--- config.mk ---
export PLATFORM = sky130hd
export DESIGN_NAME = rggen_wide_register_common
export DESIGN_NICKNAME = d
export VERILOG_FILES = /design/src/rtl/rggen_wide_register_common.sv
export SDC_FILE = /design/constraint.sdc
export NUM_CORES = 1
export LEC_CHECK = 0
export ABC_AREA = 1
export CAP_MARGIN = 0
export CORE_AREA = 2 2 107 109
export DETAILED_ROUTE_END_ITERATION = 7
export DIE_AREA = 0 0 109 111
export PLACE_DENSITY = 0.65
export SLEW_MARGIN = 20
export SYNTH_ARGS = -nofsm -noshare
export SYNTH_HDL_FRONTEND = slang
export SYNTH_SLANG_ARGS = --single-unit
--- constraint.sdc ---
create_clock -name i_clk -period 2.65 [get_ports i_clk]
set_clock_uncertainty 0.1 [all_clocks]
set_input_delay 0.265 -clock i_clk [delete_from_list [all_inputs] [get_ports i_clk]]
set_output_delay 0.265 -clock i_clk [all_outputs]
set_load 0.005 [all_outputs]
--- src/rtl/rggen_wide_register_common.sv ---
// rtl/rggen_wide_register_common.sv - wide register front end: multi-word decode, wait states, atomic write buffer and read snapshot
module rggen_wide_register_common #(
    parameter bit                     READABLE             = 1'b1,
    parameter bit                     WRITABLE             = 1'b1,
    parameter int                     ADDRESS_WIDTH        = 8,
    parameter bit [ADDRESS_WIDTH-1:0] OFFSET_ADDRESS       = '0,
    parameter int                     BUS_WIDTH            = 32,
    parameter int                     DATA_WIDTH           = BUS_WIDTH,
    parameter bit                     ATOMIC_WRITE         = 1'b0,
    parameter bit                     ATOMIC_READ          = 1'b0,
    parameter int                     WAIT_CYCLES          = 0,
    parameter bit                     USE_ADDITIONAL_MATCH = 1'b0
) (
    input  logic                     i_clk,
    input  logic                     i_rst,
    input  logic                     i_register_valid,
    input  logic [1:0]               i_register_access,
    input  logic [ADDRESS_WIDTH-1:0] i_register_address,
    input  logic [BUS_WIDTH-1:0]     i_register_write_data,
    input  logic [BUS_WIDTH-1:0]     i_register_strobe,
    input  logic                     i_additional_match,
    output logic                     o_register_active,
    output logic                     o_register_ready,
    output logic [1:0]               o_register_status,
    output logic [BUS_WIDTH-1:0]     o_register_read_data,
    output logic [DATA_WIDTH-1:0]    o_register_value,
    output logic                     o_write_pending,
    output logic                     o_bit_field_write_valid,
    output logic                     o_bit_field_read_valid,
    output logic [DATA_WIDTH-1:0]    o_bit_field_mask,
    output logic [DATA_WIDTH-1:0]    o_bit_field_write_data,
    input  logic [DATA_WIDTH-1:0]    i_bit_field_read_data,
    input  logic [DATA_WIDTH-1:0]    i_bit_field_value
);

    localparam int WORDS      = DATA_WIDTH / BUS_WIDTH;
    localparam int BYTES      = BUS_WIDTH / 8;
    localparam int LSB        = $clog2(BYTES);
    localparam int IDX_W      = (WORDS > 1) ? $clog2(WORDS) : 1;
    localparam bit ATOMIC_W   = ATOMIC_WRITE && (WORDS > 1);
    localparam bit ATOMIC_R   = ATOMIC_READ && (WORDS > 1);
    localparam logic [3:0]            WAIT_LIMIT = 4'(WAIT_CYCLES);
    localparam logic [IDX_W-1:0]      LAST_INDEX = IDX_W'(WORDS - 1);
    // Bit-select of the most significant bus word of the register.
    localparam logic [DATA_WIDTH-1:0] TOP_SEL    = ~({DATA_WIDTH{1'b1}} >> BUS_WIDTH);

    function automatic logic [ADDRESS_WIDTH-1:0] word_address(input int k);
        return OFFSET_ADDRESS + ADDRESS_WIDTH'(k * BYTES);
    endfunction

    logic                  is_write;
    logic                  access_ok;
    logic                  qualifier_ok;
    logic [WORDS-1:0]      word_match;
    logic [IDX_W-1:0]      word_index;
    logic                  completion;
    logic [3:0]            wait_count;
    logic [DATA_WIDTH-1:0] word_sel;
    logic [DATA_WIDTH-1:0] strobe_rep;
    logic [DATA_WIDTH-1:0] wdata_rep;
    logic [DATA_WIDTH-1:0] slice_mask;
    logic [DATA_WIDTH-1:0] buffer_data;
    logic [DATA_WIDTH-1:0] buffer_mask;
    logic                  pending;
    logic [DATA_WIDTH-1:0] snapshot;
    logic [DATA_WIDTH-1:0] read_source;
    logic [BUS_WIDTH-1:0]  read_word;
    logic                  is_last_word;
    logic                  is_first_word;
    logic                  write_valid;
    logic                  read_valid;
    logic                  buffer_update;
    logic                  snapshot_update;
    logic                  use_snapshot;
    logic                  unused_inputs;

    assign is_write     = i_register_access[0];
    assign access_ok    = is_write ? WRITABLE : READABLE;
    assign qualifier_ok = !USE_ADDITIONAL_MATCH || i_additional_match;

    always_comb begin
        word_match = '0;
        for (int k = 0; k < WORDS; k++) begin
            word_match[k] = ((i_register_address >> LSB) == (word_address(k) >> LSB));
        end
    end

    always_comb begin
        word_index = '0;
        for (int k = 0; k < WORDS; k++) begin
            if (word_match[k]) begin
                word_index = IDX_W'(k);
            end
        end
    end

    assign o_register_active = i_register_valid && access_ok && qualifier_ok && (|word_match);
    assign completion        = o_register_active && (wait_count == WAIT_LIMIT);

    // The counter only runs while a matching request is held; any gap restarts it.
    always_ff @(posedge i_clk) begin
        if (i_rst) begin
            wait_count <= '0;
        end else if (!o_register_active || completion) begin
            wait_count <= '0;
        end else if (wait_count < WAIT_LIMIT) begin
            wait_count <= wait_count + 4'd1;
        end
    end

    assign is_last_word  = (word_index == LAST_INDEX);
    assign is_first_word = (word_index == '0);

    always_comb begin
        word_sel = '0;
        word_sel[int'(word_index)*BUS_WIDTH +: BUS_WIDTH] = '1;
    end

    assign strobe_rep = {WORDS{i_register_strobe}};
    assign wdata_rep  = {WORDS{i_register_write_data}};
    assign slice_mask = strobe_rep & word_sel;

    assign write_valid     = completion && is_write && (!ATOMIC_W || is_last_word);
    assign buffer_update   = completion && is_write && ATOMIC_W && !is_last_word;
    assign read_valid      = completion && !is_write && (!ATOMIC_R || is_first_word);
    assign snapshot_update = completion && !is_write && ATOMIC_R && is_first_word;
    assign use_snapshot    = ATOMIC_R && !is_first_word;

    always_ff @(posedge i_clk) begin
        if (i_rst) begin
            buffer_data <= '0;
            buffer_mask <= '0;
            pending     <= 1'b0;
        end else if (buffer_update) begin
            buffer_data <= (buffer_data & ~slice_mask) | (wdata_rep & slice_mask);
            buffer_mask <= buffer_mask | slice_mask;
            pending     <= 1'b1;
        end else if (write_valid && ATOMIC_W) begin
            buffer_data <= '0;
            buffer_mask <= '0;
            pending     <= 1'b0;
        end
    end

    // Slice 0 of the snapshot is captured too but never selected.
    always_ff @(posedge i_clk) begin
        if (i_rst) begin
            snapshot <= '0;
        end else if (snapshot_update) begin
            snapshot <= i_bit_field_read_data;
        end
    end

    always_comb begin
        o_bit_field_mask       = '0;
        o_bit_field_write_data = '0;
        if (write_valid) begin
            if (ATOMIC_W) begin
                o_bit_field_mask       = (buffer_mask & ~TOP_SEL) | slice_mask;
                o_bit_field_write_data = (buffer_data & ~TOP_SEL) | (wdata_rep & TOP_SEL);
            end else begin
                o_bit_field_mask       = slice_mask;
                o_bit_field_write_data = wdata_rep;
            end
        end
    end

    assign read_source = use_snapshot ? snapshot : i_bit_field_read_data;
    assign read_word   = read_source[int'(word_index)*BUS_WIDTH +: BUS_WIDTH];

    assign o_register_ready        = completion;
    assign o_register_status       = 2'b00;
    assign o_register_read_data    = (completion && !is_write) ? read_word : '0;
    assign o_register_value        = i_bit_field_value;
    assign o_write_pending         = pending;
    assign o_bit_field_write_valid = write_valid;
    assign o_bit_field_read_valid  = read_valid;

    assign unused_inputs = i_register_access[1];

endmodule

# Word level (Yosys, flattened, before mapping)

Cells that the tools add are included.
Widths: inputs -> output; s select.

Multiplexer cells: 3
Order comparisons: 1
Reductions and logical operators: 10
Add/subtract/negate cells: 1

Operators with widths:

| operator            | count |
|---|---|
| $mux 32             | 3 |
| $logic_not 8->1     | 1 |
| $add 4x1->4 const B | 1 |
| $logic_and 1x1->1   | 4 |
| $logic_not 4->1     | 1 |
| $lt 4x1->1 const B  | 1 |
| $logic_not 1->1     | 2 |
| $reduce_or 2->1     | 1 |
| $logic_or 1x1->1    | 1 |

Output and inout port bits: 135
Word-level logic and storage cells: 16
Input port bits: 142
Flip-flop bits (word level): 4

# Depth between registers and ports, before layout

Depth after elaboration: 5
Mapped depth: 7

# Worst setup path after synthesis

No wires, ideal clock.

Kind: input to output
Start: input port i_register_address[6]
End: output port o_bit_field_mask[13]
Data required time: 2.285 ns
Path buffers: 2
Stages: 7
Slack: 1.299 ns
Arrival: 0.986 ns
Cell sequence: inv_1 nand2_1 nor2_2 nand3_1 buf_2 buf_6 nor2_2

Longest elaborated chain between the ends: 5

RTL lines:

| item               | line | RTL |
|---|---|---|
| start: declaration | 18   | `input logic [ADDRESS_WIDTH-1:0] i_register_address,` |
| $logic_not 8->1    | 84   | `word_match[k] = ((i_register_address >> LSB) == (word_address(k) >> LSB));` |
| $logic_and 1x1->1  | 97   | `assign o_register_active = i_register_valid && access_ok && qualifier_ok && (\|word_match);` |
| $logic_and 1x1->1  | 98   | `assign completion = o_register_active && (wait_count == WAIT_LIMIT);` |
| $logic_and 1x1->1  | --   |  |
| $mux 32            | 157  | `if (write_valid) begin` |
| end: declaration   | 30   | `output logic [DATA_WIDTH-1:0] o_bit_field_mask,` |

No other way between the ends.

# Worst setup path in the final report

Start: input port i_register_address[3]
End: output port o_bit_field_mask[30]

Same word-level chain as after synthesis.

==> metrics.txt <==
first-pass detailed-route iteration total 4; Final period util 89.3%; HP Start i_bit_field_value[16]; Syn. warnings 0; io pins 277; Post-route DRC 0; top-area cell type share of the netlist area 31.1%; # Post-CTS Setup Buffers 0; maximum clock rate 422 MHz; WHS Endpoint o_register_value[16]; die width 109 um; grt total ovfl 0; WL final 5020 um; post-DR wirelength/cell 8.90 um; die height 111 um; Peak VDD IR 0.0000285 V; Min-Delay Path Depth 0; Crit Path Category input pin to primary output; # rows 39; Starting Density 11.5%; max_cap viols 0; syn avg cell area 4.96 um^2; setup tns final 0 ns; Via-to-Cell Ratio 3.26; Post-DP HPWL 4610 um; cts repair resizes 0; Routed Antenna Nets 0; post-synth cell types 10; final instance area 3210 um^2; worst min path class input pin to primary output; dpl cell area 3210 um^2; Critical Path RT 2.29 ns; Crit Path Max Fanout 12; Sequential Area 0 um^2; Leakage 1.57 nW; status finished clean; Area growth syn-to-layout 153%; startpoint type of the worst setup path input pin; Final nets 565; Syn Std Cell Area 1270 um^2; vias after detailed routing 1,837; synthesized instance count 256; final setup fails 0; Pwr Density 64.5 nW/um^2; RSZ-0062 raised after global routing false; Slew Limit Fails 0; Core Area 11,100 um^2; setup slack after layout 0.283 ns; FFs & Latches 0; top cells by area, synth inv_1 31%, nor2_2 25%, buf_4 21%, nor2_1 14%, buf_6 4.4%; footprint of the multi-input gates 544 um^2; final hold vios 0; Worst Setup Slack post-DPL 0.195 ns; filler cell count 1,186; cell with the most instances after synthesis inv_1; CTS Hold Buffers Added 0; initial antenna violation count 0; minimum clock period 2.37 ns; port bufs 204; post-synth top area cell inv_1; layout cells sized above 1 13.5%; number of DRC markers in iteration 0 47; die area 12,100 um^2; Critical Path AT 2.00 ns; crit path capture type primary output; sequential share of the synthesized area 0%; clock buffers 0; Synth top cells by count 105 x inv_1, 51 x nor2_2, 47 x nor2_1; GRT Util Overall 7.18%; first-pass GRT wire length 7300 um; Hold WS 0.430 ns; Ant. Diodes 0; pin count of the biggest net entering global routing 34; RePlAce Congestion 0.725; vias in the first global route 1,643
worst max-delay path: stages:
cell	delay [ns]
clkdlybuf4s50_1	0.40
inv_1	0.05
nand2_1	0.08
nor2_2	0.19
nand3_4	0.17
buf_4	0.24
nor2_2	0.09
clkdlybuf4s50_1	0.52
per-layer routing:
layer	global-route usage [%]	part of all wire [%]	vias to the layer above
met3	2.94	17	12
met2	13.3	45	139
met4	1.37	2.0	0
met5	0	0	-
met1	7.50	36	740
li1	-	-	946
through the flow:
stage | power (W) | utilization, % | std cells
2_1_floorplan | 0.0000852 | - | 258
3_3_place_gp | 0.000206 | 29.0 | 564
5_1_grt | 0.000227 | 29.0 | 564
6_report | 0.000207 | 29.0 | 564
3_5_place_dp | 0.000209 | 29.0 | 564
4_1_cts | 0.000210 | 29.0 | 564
worst max path at each step:
stage / from / end / slack (ns) / cells after the start
2_1_floorplan: i_register_address[6] / o_bit_field_mask[13] / 1.30 / 7
3_3_place_gp: i_register_address[2] / o_bit_field_mask[7] / 0.19 / 8
3_5_place_dp: i_register_address[2] / o_bit_field_write_data[19] / 0.20 / 8
4_1_cts: i_register_address[2] / o_bit_field_write_data[19] / 0.19 / 8
5_1_grt: i_register_address[2] / o_bit_field_mask[0] / 0.1 / 8
6_report: i_register_address[3] / o_bit_field_mask[30] / 0.28 / 8
cell families (layout without fill, tap and decap cells):
| logic type | after synthesis | after routing | synth area share (%) |
|---|---|---|---|
| and+or+nand+nor | 104 | 104 | 41.0 |
| buffers and inverters | 151 | 314 | 58.7 |
| other | 1 | 3 | 0.296 |
final cells by class:
class,count,share of cell area [%]
Tap cell,143,5.58
Multi-Input combinational cell,107,17.0
Inverter,105,12.3
Timing Repair Buffer,209,65.2
placed cells by master (no fill, tap or decap), drive strengths merged:
cell           synthesis  final
nand3                  2      2
buf                   45      5
inv                  105    105
nor2                  98     98
clkdlybuf4s50          0    204
conb                   1      3
nand2                  4      4
power by group:
| part | internal [W] | leakage [nW] | switching, W | total (W) |
|---|---|---|---|---|
| registers | 0 | 0 | 0 | 0 |
| logic | 0.000150 | 1.57 | 0.0000564 | 0.000207 |
| clock network | 0 | 0 | 0 | 0 |
Power figures use the tool's default switching activity.
